$ cat src/rtl/flopd_pipe.sv
// flopd_pipe: WIDTH-bit, DEPTH-stage registered delay line with a valid bit per stage.
//
// Each stage holds one data word and its valid bit. The stages advance together when
// en_i is high and hold when it is low. flush_i clears every valid bit. reset_i is
// synchronous and active high; it loads RESET_VAL into every data stage and clears
// every valid bit. Priority is reset > flush > en > hold. Outputs come straight from
// the last stage, so there is no combinational path from the inputs to the outputs.
//
// Optional feature, guarded by the macro FLOPD_PIPE_OCC_EN:
//   occupancy_o  an up/down count of the valid stages. When the macro is defined,
//                simulation also checks the count against a popcount of the valid bits.
//
// Parameters:
//   WIDTH      data word width in bits (>= 1)
//   DEPTH      number of stages, equal to the latency in enabled cycles (>= 1)
//   RESET_VAL  value loaded into every data stage on reset
//
// Ports:
//   clk_i        rising-edge clock
//   reset_i      synchronous active-high reset
//   en_i         advance enable (0 = hold all stages)
//   flush_i      clear all valid bits
//   input_d_i    data into stage 0
//   in_valid_i   qualifier for input_d_i
//   output_q_o   data from stage DEPTH-1
//   out_valid_o  valid bit of stage DEPTH-1
//   occupancy_o  number of valid stages (only with FLOPD_PIPE_OCC_EN)
module flopd_pipe #(
    parameter int unsigned       WIDTH     = 8,
    parameter int unsigned       DEPTH     = 4,
    parameter logic [WIDTH-1:0]  RESET_VAL = '0
) (
    input  logic                       clk_i,
    input  logic                       reset_i,
    input  logic                       en_i,
    input  logic                       flush_i,
    input  logic [WIDTH-1:0]           input_d_i,
    input  logic                       in_valid_i,
    output logic [WIDTH-1:0]           output_q_o,
    output logic                       out_valid_o
`ifdef FLOPD_PIPE_OCC_EN
    ,
    output logic [$clog2(DEPTH+1)-1:0] occupancy_o
`endif
);

    logic [WIDTH-1:0] data_q [DEPTH];
    logic [WIDTH-1:0] data_d [DEPTH];
    logic [DEPTH-1:0] vld_q;
    logic [DEPTH-1:0] vld_d;

    // Data shifts whenever en_i is high, valid or not. A flush only clears the
    // valid bits, so the data still moves (or holds) exactly as en_i says.
    always_comb begin
        data_d = data_q;
        vld_d  = vld_q;
        if (en_i) begin
            data_d[0] = input_d_i;
            vld_d[0]  = in_valid_i;
            for (int unsigned i = 1; i < DEPTH; i++) begin
                data_d[i] = data_q[i-1];
                vld_d[i]  = vld_q[i-1];
            end
        end
        if (flush_i) begin
            vld_d = '0;
        end
    end

    always_ff @(posedge clk_i) begin
        if (reset_i) begin
            for (int unsigned i = 0; i < DEPTH; i++) begin
                data_q[i] <= RESET_VAL;
            end
            vld_q <= '0;
        end else begin
            data_q <= data_d;
            vld_q  <= vld_d;
        end
    end

    assign output_q_o  = data_q[DEPTH-1];
    assign out_valid_o = vld_q[DEPTH-1];

`ifdef FLOPD_PIPE_OCC_EN
    localparam int unsigned OccW = $clog2(DEPTH + 1);

    logic [OccW-1:0] occ_q;
    logic [OccW-1:0] occ_d;
    logic [OccW-1:0] vld_cnt;

    // The sum may wrap for a moment when OccW is narrow. The final value is still
    // exact, because a full pipe always has its last stage valid.
    always_comb begin
        occ_d = occ_q;
        if (flush_i) begin
            occ_d = '0;
        end else if (en_i) begin
            occ_d = occ_q + OccW'(in_valid_i) - OccW'(vld_q[DEPTH-1]);
        end
    end

    always_ff @(posedge clk_i) begin
        if (reset_i) begin
            occ_q <= '0;
        end else begin
            occ_q <= occ_d;
        end
    end

    assign occupancy_o = occ_q;

    // Reference popcount. Only the assertion reads it.
    always_comb begin
        vld_cnt = '0;
        for (int unsigned i = 0; i < DEPTH; i++) begin
            vld_cnt = vld_cnt + OccW'(vld_q[i]);
        end
    end

    occ_matches_popcount: assert property (@(posedge clk_i) disable iff (reset_i)
        occ_q == vld_cnt);
`endif

endmodule

$ cat config.mk
export PLATFORM = sky130hd
export DESIGN_NAME = flopd_pipe
export DESIGN_NICKNAME = d
export VERILOG_FILES = /design/src/rtl/flopd_pipe.sv
export SDC_FILE = /design/constraint.sdc
export NUM_CORES = 1
export LEC_CHECK = 0
export CAP_MARGIN = 20
export CELL_PAD_IN_SITES_DETAIL_PLACEMENT = 0
export CELL_PAD_IN_SITES_GLOBAL_PLACEMENT = 1
export CORE_ASPECT_RATIO = 1.1
export CORE_UTILIZATION = 47
export DETAILED_ROUTE_END_ITERATION = 10
export DONT_BUFFER_PORTS = 1
export MAX_ROUTING_LAYER = met4
export PLACE_DENSITY = 0.72
export SLEW_MARGIN = 5
export SYNTH_ARGS = -nofsm -noshare
export SYNTH_HDL_FRONTEND = slang
export SYNTH_SLANG_ARGS = --single-unit
$ cat constraint.sdc
create_clock -name clk_i -period 1.15 [get_ports clk_i]
set_clock_uncertainty 0.1 [all_clocks]
set_input_delay 0.1725 -clock clk_i [delete_from_list [all_inputs] [get_ports clk_i]]
set_output_delay 0.1725 -clock clk_i [all_outputs]
set_load 0.05 [all_outputs]
# [Yosys cells after proc, flatten, opt, wreduce, memory -nomap -nowiden]
# Cells that the tools add are included.
[word_totals] latchBits=0 romBits=0 reg_bits=36 ramBits=0 wordCells=6 mem_count=0
[classes] multipliers=0 shifts=0 n_eq_ne=0 muxes=0 bitwise_logic=0 magnitude_cmp=0 div_mod_pow=0 n_reduce_logical=1 addsub=0
[op_table] op="OR reduction 2 bit" count=1

# [Logic depth before layout (Yosys ltp)]
# Gate-level depths: netlist of the first run.
[logic_depth] word_depth=1 depth_mapped=4

# [Worst setup path before layout of the first run]
# Ideal clock, no wire load.
[synth_timing] kind="reg2reg" start="reg, netlist name vld_q[3]" end="reg vld_q[3]" path_buffers=0 path_slack_ps=123 arrival_ps=849 stages_incl_launch_ff=3 setup_time_ps=78 path_cell_list="dfxtp_1 > mux2i_1 > nor3_1"
[synth_rtl] element="end signal, assigned" line_no="78" rtl="vld_q <= vld_d;"
[synth_rtl] element="end, declared" line_no="49" rtl="logic [DEPTH-1:0] vld_q;"

# [Worst setup path after layout of the first run]
[layout_timing] start="reg data_q (netlist bit output_q_o[2])" end="out output_q_o[2]"
[layout_rtl] element="start, declared" line_no="47" rtl="logic [WIDTH-1:0] data_q [DEPTH];"
[layout_rtl] element="start signal, assigned" line_no="77" rtl="data_q <= data_d;"
[layout_rtl] element="end, declared" line_no="39" rtl="output logic [WIDTH-1:0] output_q_o,"
# No word-level cell between the ends.

==> results of run 1 <==
metal layers:
layer | global-route usage, % | wire length [um]
met2 | 18.39 | 753
met3 | 8.527 | 105
met5 | - | 0
met4 | 7.895 | 51
met1 | 17.21 | 930
synth_stat cells, drive strengths merged:
| library cell | count |
|---|---|
| buf | 15 |
| dfxtp | 36 |
| nor3 | 4 |
| nor2 | 32 |
| clkbuf | 1 |
| mux2i | 36 |
logic make-up after synthesis:
kind of cell           after synthesis  synth area share [%]
multiplexers                        36                 26.28
flip-flops                          36                 52.55
AND/OR/NAND/NOR                     36                 10.22
buffers and inverters               16                 10.95
worst max-delay path by stage:
stage | from | to | slack (ns) | cells past startpoint
2_1_floorplan | vld_q[3] | vld_q[3] | 0.12 | 2
6_report | output_q_o[2] | output_q_o[2] | 0.04 | 1
3_5_place_dp | output_q_o[2] | output_q_o[2] | 0.36 | 1
4_1_cts | vld_q[3] | out_valid_o | 0.007 | 1
3_3_place_gp | output_q_o[0] | output_q_o[0] | 0.37 | 1
5_1_grt | output_q_o[2] | output_q_o[2] | -0.01 | 1
flip-flops by register name, indices dropped and copies added, names as in the netlist:
signal and flops:
data_q 24, output_q_o 8, vld_q 4
final cells by class:
type,count,area share [%]
sequential,36,49.96
multi-input combinational,72,34.16
timing repair buffer,10,8.881
clock buffer,6,3.501
tap,33,2.818
clock inverter,2,0.6832
cell usage in the layout (no fill, tap or decap):
cell type,instances
buf_6,4
nor3_1,4
mux2i_1,36
clkinv_2,2
clkbuf_4,5
dfxtp_2,9
buf_8,5
clkbuf_8,1
nor2_1,32
dlygate4sd3_1,1
dfxtp_1,27
stage by stage:
stage / total power (W) / cell area (um^2) / hold slack [ns]
final: 0.002055 / 1465 / -0.2039
after global routing: 0.002170 / 1465 / -0.2500
after CTS: 0.002102 / 1443 / -0.2318
after detailed placement: 0.001407 / 1330 / 0.1495
after global placement: 0.001403 / 1330 / 0.1485
after floorplan: 0.001465 / 1371 / 0.1518
power groups by stage:
stage	clock network [W]	registers, W	logic (W)
after floorplan	0	0.00132	0.000143
after global placement	0	0.00133	0.0000770
after detailed placement	0	0.00133	0.0000797
after CTS	0.000717	0.00130	0.0000855
after global routing	0.000772	0.00130	0.0000938
final	0.000672	0.00130	0.0000847
what timing repair did:
action | CTS | global route
resized for setup | 15 | 8
setup endpoints to repair | 9 | 9
endpoints found under the hold margin | 36 | 36
pin swaps | 0 | 0
cloned | 0 | 0
==> metrics.md, run 1 <==
| Metric | Value |
|---|---|
| TritonCTS clock tree | built |
| Register clock-pin slew on the reported worst setup and hold paths | 0.10 ns |
| Reg2reg start | vld_q[1] |
| Crit Path Category | reg2out |
| Die H | 58.65 um |
| Synth Register Bits | 36 |
| Buffer depth of the longest clock path | 2 |
| GRT overflow | 0 |
| Final Wtd Congestion | 0.6271 |
| Core Region | 2778 um^2 |
| Dpl ws | 0.3565 ns |
| Register area share after synthesis | 52.55% |
| Sequential share of power | 63.2% |
| TritonRoute pass-1 iters | 3 |
| Maximum vdd drop | 0.9206 mV |
| Drt drc | 0 |
| Gr usage total | 14.38% |
| Worst-path cell chain | buf_8 |
| Tmin final | 1.113 ns |
| Ranking of synthesized cells by area | dfxtp_1 (53%), mux2i_1 (26%), nor2_1 (8.8%), buf_12 (4.4%), buf_4 (4.4%) |
| R2R setup slack | 0.38 ns |
| Fmax achieved | 898.6 MHz |
| Final setup fails | 0 |
| Die Width | 53.50 um |
| PortBufs | 0 |
| First-pass GRT wire length | 2.973 mm |
| Worst Path Required | 0.88 ns |
| Filler Cells Inserted | 246 |
| Setup crit start kind | register |
| Synthesized instance count | 124 |
| Leakage | 0.6613 nW |
| Synth warn | 0 |
| Pin count of the biggest net entering global routing | 37 |
| Critical Path AT | 0.84 ns |
| Combinational share of power | 4.1% |
| Diode count | 0 |
| Depth of the worst register-to-register path | 2 |
| Reg-to-Reg End | vld_q[2] |
| Final Hold Viols | 36 |
| Slowest stage delay, CP | 0.36 ns |
| Clk pwr share | 32.7% |
| Ratio of cells with drive above 1 in the final layout | 20.63% |
| Post-CTS setup buffers | 0 |
| Final Util | 52.75% |
| Max-slew headroom | 88.05% |
| Final WS setup | 0.03717 ns |
| Synth area leader | dfxtp_1 |
| Internal | 0.001628 W |
| Multi-input logic area | 500.5 um^2 |
| Cells on Worst Hold Path | 1 |
| Vias per cell | 4.862 |
| Rows | 20 |
| CTS HTree Levels | 2 |
| Status | finished with violations |
| # hold bufs at CTS | 1 |
| Setup TNS | 0 ns |
| Cell area after synthesis | 1371 um^2 |
| Slew @ Worst Pin | 0.1743 ns |
| Avg Cell Area, Syn | 11.06 um^2 |
| Initial core utilization | 49.37% |
| Clock Sinks | 36 |
| Final Non-Filler Cells | 159 |
| Starting DRT DRC Count | 12 |
| Clk_lat worst skew | 0.33 ns |
| Clk root buf | clkbuf_4 |
| Fin crit share | 96.77% |
| Synth unique cells | 9 |
| Violated checks | negative hold slack |
| Wire length per cell | 11.57 um |
| Top Ports | 22 |
| Family with the most delay on the worst path | flip-flops |
| Switching Share | 20.79% |
| Net switching power | 0.0004274 W |
| WHS | -0.2039 ns |
| Area share of the leading cell type in the synthesized netlist | 52.55% |
| Syn_nets | 137 |
| Final WL | 1.840 mm |
| Slowest CP cell | dfxtp_2 |
| Initial antenna violation count | 0 |
| FF/Latch Area | 732.0 um^2 |
| Placed insts | 150 |
| Critical path buffers and inverters | 1 |
| RSZ-0062 raised after global routing | yes |
| DIE AREA | 3138 um^2 |
| Final ANT Viol Nets | 0 |
| Vias | 773 |
| Hold/Removal Path Class | in2reg |
| Final slew viol count | 0 |
| Crit path capture type | output pin |
| Layout area overhead | 6.843% |
| Dpl hpwl | 1.162 mm |
| Max Cap Violations | 0 |
| PwrDens | 1403 nW/um^2 |
| Crit-path max FO | 2 |
| HP Start | reset_i |
| WHS Endpoint | output_q_o[6] |
| Vias in the first global route | 668 |
| CTS Buf Count | 5 |
| Nets | 138 |
(Power assumes the default switching activity.)
==> inputs of run 2 (changes only) <==
Settings changed: PLACE_DENSITY 0.72 to unset, PLACE_DENSITY_LB_ADDON set to 0.15.
==> metrics.md, run 2 (same netlist as run 1, synthesis figures left out) <==
| Metric | Value |
|---|---|
| TritonCTS clock tree | built |
| TritonRoute pass-1 iters | 3 (unchanged) |
| Nets | 138 (unchanged) |
| Rows | 20 (unchanged) |
| Initial core utilization | 49.37% (unchanged) |
| Fmax achieved | 903.3 MHz (+0.52%) |
| Die H | 58.65 um (unchanged) |
| Final WL | 1.901 mm (+3.3%) |
| Internal | 0.001639 W (+0.67%) |
| FF/Latch Area | 732.0 um^2 (unchanged) |
| Die Width | 53.50 um (unchanged) |
| Buffer depth of the longest clock path | 2 (unchanged) |
| Critical Path AT | 0.83 ns (about the same) |
| Final setup fails | 0 (unchanged) |
| Slowest stage delay, CP | 0.35 ns (about the same) |
| Vias in the first global route | 728 (+9.0%) |
| Clock Sinks | 36 (unchanged) |
| Vias | 781 (+1.0%) |
| Maximum vdd drop | 1.064 mV (+16%) |
| Critical path buffers and inverters | 1 (unchanged) |
| Status | finished with violations |
| Slowest CP cell | dfxtp_2 |
| PwrDens | 1425 nW/um^2 (+1.6%) |
| Gr usage total | 14.76% (+0.38 points) |
| Family with the most delay on the worst path | flip-flops |
| Core Region | 2778 um^2 (unchanged) |
| Setup TNS | 0 ns (unchanged) |
| Drt drc | 0 (unchanged) |
| Fin crit share | 96.26% (-0.50 points) |
| Crit-path max FO | 2 (unchanged) |
| DIE AREA | 3138 um^2 (unchanged) |
| Clk root buf | clkbuf_4 |
| Hold/Removal Path Class | in2reg |
| Max-slew headroom | 90.64% (+2.6 points) |
| Leakage | 0.6517 nW (-1.5%) |
| Final Hold Viols | 36 (unchanged) |
| Switching Share | 20.56% (-0.24 points) |
| Clk_lat worst skew | 0.32 ns (about the same) |
| Most used cells in the layout excluding fill and tap cells | mux2i_1 (36), nor2_1 (32), dfxtp_1 (27), dfxtp_2 (9), buf_6 (8) |
| Tmin final | 1.107 ns (-0.005790 ns) |
| Initial antenna violation count | 0 (unchanged) |
| Starting DRT DRC Count | 11 (-1) |
| WHS | -0.1974 ns (+0.006423 ns) |
| Pin count of the biggest net entering global routing | 37 (unchanged) |
| Final Wtd Congestion | 0.6105 (-2.6%) |
| # hold bufs at CTS | 1 (unchanged) |
| CTS HTree Levels | 2 (unchanged) |
| Max Cap Violations | 0 (unchanged) |
| GRT overflow | 0 (unchanged) |
| Filler Cells Inserted | 264 (+7.3%) |
| Ratio of cells with drive above 1 in the final layout | 19.05% (-1.6 points) |
| Top Ports | 22 (unchanged) |
| Crit path capture type | output pin |
| Dpl hpwl | 1.153 mm (-0.73%) |
| Largest register FFs | 24 (unchanged) |
| Sequential share of power | 62.9% (-0.3 points) |
| Final Non-Filler Cells | 159 (unchanged) |
| Final ANT Viol Nets | 0 (unchanged) |
| Crit Path Category | reg2out |
| CTS Buf Count | 5 (unchanged) |
| RSZ-0062 raised after global routing | no |
| Largest Register | data_q |
| Worst Path Required | 0.88 ns (about the same) |
| Vias per cell | 4.912 (+1.0%) |
| First-pass GRT wire length | 3.077 mm (+3.5%) |
| Diode count | 0 (unchanged) |
| Wire length per cell | 11.96 um (+3.3%) |
| Clk pwr share | 33.0% (+0.3 points) |
| PortBufs | 0 (unchanged) |
| Slew @ Worst Pin | 0.1365 ns (-0.03777 ns) |
| Multi-input logic area | 500.5 um^2 (unchanged) |
| Layout area overhead | 5.566% |
| Register clock-pin slew on the reported worst setup and hold paths | 0.10 ns (about the same) |
| Net switching power | 0.0004241 W (-0.77%) |
| Placed insts | 150 (unchanged) |
| Combinational share of power | 4.1% (about the same) |
| Commonest non-fill, non-tap cell in the layout | mux2i_1 |
| Setup crit start kind | register |
| Worst-path cell chain | buf_6 |
| Violated checks | negative hold slack |
| Final slew viol count | 0 (unchanged) |
[run 2: changes by cell type in the layout (fill, tap and decap cells not counted)]
cell / previous run / this run
clkinv_2: 2 / 0
clkbuf_1: 0 / 2
buf_6: 4 / 8
buf_8: 5 / 1
[run 2: timing repair]
item / in CTS / in global routing
gates resized for setup: 13 / 6
setup buffers: 0 / 0
endpoints found under the setup margin: 9 / 6
hold endpoints to repair: 36 / 36
pin swaps: 0 / 0
[run 2: layout make-up]
| type | count | area share, % |
|---|---|---|
| Sequential cell | 36 | 50.56 |
| Timing Repair Buffer | 10 | 7.952 |
| Multi-Input combinational cell | 72 | 34.57 |
| Tap cell | 33 | 2.852 |
| Clock buffer | 8 | 4.062 |
[run 2: power groups by stage]
stage / combinational (W) / clock, W / sequential [W]
after global placement: 0.0000770 / 0 / 0.00133
after CTS: 0.0000852 / 0.000724 / 0.00130
after global routing: 0.0000926 / 0.000763 / 0.00130
after detailed placement: 0.0000798 / 0 / 0.00133
after floorplan: 0.000143 / 0 / 0.00132
final: 0.0000842 / 0.000680 / 0.00130
[run 2: routing by layer]
layer | GRT usage [%] | wire length, um
met4 | 11.28 | 48
met1 | 15.25 | 904
met3 | 6.718 | 116
met5 | - | 0
met2 | 21.43 | 832
[run 2: final timing paths]
check	start	slack [ns]	end	depth (start not counted)
min reg2reg	data_q[19]	0.40	data_q[19]	2
max reg2reg	vld_q[3]	0.42	vld_q[3]	2
min	reset_i	-0.20	output_q_o[5]	1
max	output_q_o[2]	0.04	output_q_o[2]	1
[run 2: stage by stage]
step	worst slack, ns	hold slack [ns]	utilization (%)	total power (W)	area, um^2
3_3_place_gp	0.3573	0.1476	47.88	0.001403	1330
6_report	0.04296	-0.1974	52.12	0.002063	1448
5_1_grt	0.0001596	-0.2283	52.12	0.002158	1448
2_1_floorplan	0.1228	0.1518	-	0.001465	1371
3_5_place_dp	0.3504	0.1494	47.88	0.001407	1330
4_1_cts	0.001590	-0.2264	51.76	0.002109	1438
==> inputs of run 3 (changes only) <==
Settings changed: ABC_AREA set to 1, CORE_UTILIZATION 47 to 43, SKIP_CTS_REPAIR_TIMING set to 1.
==> metrics.md, run 3 <==
| Metric | Value |
|---|---|
| Status | finished with violations |
| Violated checks | negative hold slack |
| Clk_lat worst skew | 0.34 ns (+0.02 ns) |
| Worst Path Required | 0.88 ns (about the same) |
| Clk root buf | clkbuf_4 |
| Max Cap Violations | 0 (unchanged) |
| Drt drc | 0 (unchanged) |
| Synth Register Bits | 36 (unchanged) |
| PwrDens | 1422 nW/um^2 (-0.22%) |
| Ranking of synthesized cells by area | dfxtp_1 (46%), nor2_1 (17%), nand2_1 (17%), inv_1 (8.6%), buf_6 (5.7%) |
| Area share of the leading cell type in the synthesized netlist | 45.93% (-6.6 points) |
| Power Total | 0.002364 W (+15%) |
| Dpl hpwl | 1.233 mm (+6.9%) |
| Die Width | 59.60 um (+11%) |
| CTS HTree Levels | 2 (unchanged) |
| Synth top cells by count | nor2_1 (73), nand2_1 (72), dfxtp_1 (36), inv_1 (36) |
| Critical path buffers and inverters | 1 (unchanged) |
| TritonCTS clock tree | built |
| Setup TNS | 0 ns (unchanged) |
| Largest register FFs | 24 (unchanged) |
| PortBufs | 0 (unchanged) |
| Final setup fails | 0 (unchanged) |
| WHS Endpoint | vld_q[1] |
| Vias | 1,130 (+45%) |
| Clock Sinks | 36 (unchanged) |
| FF/Latch Area | 729.5 um^2 (-0.34%) |
| Layout area overhead | 5.981% |
| Final Util | 48.72% (-3.4 points) |
| WHS | -0.1318 ns (+0.06561 ns) |
| Cell area after synthesis | 1569 um^2 (+14%) |
| Filler Cells Inserted | 385 (+46%) |
| TritonRoute pass-1 iters | 4 (+1) |
| DIE AREA | 3895 um^2 (+24%) |
| Register area share after synthesis | 45.93% (-6.6 points) |
| Async set or reset register ratio after synthesis | 0% (unchanged) |
| Synthesized instance count | 237 (+91%) |
| Multi-input logic area | 544.3 um^2 (+8.8%) |
| Cells on Worst Hold Path | 2 (+1) |
| Reg2reg start | vld_q[3] |
| Vias in the first global route | 903 (+24%) |
| Critical Path AT | 0.84 ns (about the same) |
| Final ANT Viol Nets | 0 (unchanged) |
| Final slew viol count | 0 (unchanged) |
| Prevailing post-synth register cell | dfxtp_1 |
| Synth area leader | dfxtp_1 |
| Setup crit start kind | register |
| Core Region | 3413 um^2 (+23%) |
| Placed insts | 276 (+84%) |
| Maximum vdd drop | 0.5652 mV (-47%) |
| Fmax achieved | 898.7 MHz (-0.51%) |
| CTS Buf Count | 5 (unchanged) |
| Number of synthesized flops with an enable pin | 0 (unchanged) |
| Fin crit share | 96.76% (+0.50 points) |
| Ratio of cells with drive above 1 in the final layout | 11.02% (-8.0 points) |
| Final Non-Filler Cells | 284 (+79%) |
| Nets | 248 (+80%) |
| Slowest stage delay, CP | 0.36 ns (about the same) |
| Slowest CP cell | dfxtp_2 |
| GRT overflow | 0 (unchanged) |
| Commonest non-fill, non-tap cell in the layout | nor2_1 |
| Avg Cell Area, Syn | 6.620 um^2 (-40%) |
| HP Start | en_i |
| Worst-path cell chain | buf_8 |
| Final Hold Viols | 36 (unchanged) |
| Synth warn | 0 (unchanged) |
| Vias per cell | 3.979 (-19%) |
| Slew @ Worst Pin | 0.2492 ns (+0.1127 ns) |
| Most common cell in the synthesized netlist | nor2_1 |
| Final Wtd Congestion | 0.6715 (+10%) |
| Reg-to-Reg End | vld_q[3] |
| Largest Register | data_q |
| Crit path capture type | output pin |
| Depth of the worst register-to-register path | 3 (+1) |
| Initial antenna violation count | 0 (unchanged) |
| Crit Path Category | reg2out |
| Tmin final | 1.113 ns (+0.005697 ns) |
| Buffer depth of the longest clock path | 2 (unchanged) |
| R2R setup slack | 0.36 ns (-0.06 ns) |
| Max-slew headroom | 83.33% (-7.3 points) |
| Synth unique cells | 8 (-1) |
| Most used cells in the layout excluding fill and tap cells | nor2_1 (73), nand2_1 (72), inv_1 (36), dfxtp_1 (29) |
| Syn_nets | 250 (+82%) |
| Family with the most delay on the worst path | flip-flops |
| Diode count | 0 (unchanged) |
| RSZ-0062 raised after global routing | no |
| Initial core utilization | 45.97% (-3.4 points) |
| Pin count of the biggest net entering global routing | 73 (+97%) |
| Crit-path max FO | 2 (unchanged) |
| Die H | 65.36 um (+11%) |
| First-pass GRT wire length | 3.795 mm (+23%) |
| Hold/Removal Path Class | in2reg |
| Gr usage total | 13.52% (-1.2 points) |
| Leakage | 0.8608 nW (+32%) |
| Final WL | 2.131 mm (+12%) |
| Top Ports | 22 (unchanged) |
| Register clock-pin slew on the reported worst setup and hold paths | 0.11 ns (about the same) |
| Starting DRT DRC Count | 48 (+37) |
| Wire length per cell | 7.504 um (-37%) |
| Rows | 22 (+10%) |
[run 3: cell types whose count changed in the layout (fill, tap and decap cells not counted), moves of 4 or more]
cell	delta
nor2_1	+41
nor3_1	-4
mux2i_1	-36
nand2_1	+72
inv_1	+36
[run 3: cell type report]
type	count	area share (%)
Inverter	37	8.352
Clock inverter	2	0.6020
Timing Repair Buffer	10	7.750
Tap cell	48	3.612
Multi-Input combinational cell	145	32.73
Clock buffer	6	3.085
Sequential cell	36	43.87
[run 3: layer usage]
layer,track usage (%),vias up,part of all wire (%)
li1,-,654,-
met1,16.30,451,54
met5,-,-,0
met3,5.906,6,4.1
met4,6.977,0,2.2
met2,18.96,19,40
[run 3: cell families (layout without fill, tap and decap cells)]
kind of cell           after synthesis  in the layout  synth area share [%]
buffers and inverters               56             55                 19.38
flip-flops                          36             36                 45.93
AND/OR/NAND/NOR                    145            145                 34.69
[run 3: how the worst max path moves through the flow]
stage / from / endpoint / slack [ns] / depth (start not counted)
detailed placement: vld_q[3] / vld_q[3] / 0.34 / 3
finish: output_q_o[1] / output_q_o[1] / 0.04 / 1
floorplan: vld_q[3] / vld_q[3] / 0.21 / 2
global placement: output_q_o[7] / output_q_o[7] / 0.34 / 3
CTS: output_q_o[1] / output_q_o[1] / -0.03 / 1
global route: output_q_o[0] / output_q_o[0] / 0.001 / 1
[run 3: power breakdown]
part | leakage [nW] | switching (W) | internal [W]
Sequential | 0.300 | 0.0000393 | 0.00133
Combinational | 0.523 | 0.000180 | 0.000126
Clock | 0.0380 | 0.000400 | 0.000291
[run 3: metrics by stage]
stage | worst slack (ns) | area [um^2]
3_3_place_gp | 0.3448 | 1551
6_report | 0.03727 | 1663
5_1_grt | 0.001256 | 1663
2_1_floorplan | 0.2148 | 1569
4_1_cts | -0.03116 | 1613
3_5_place_dp | 0.3367 | 1551
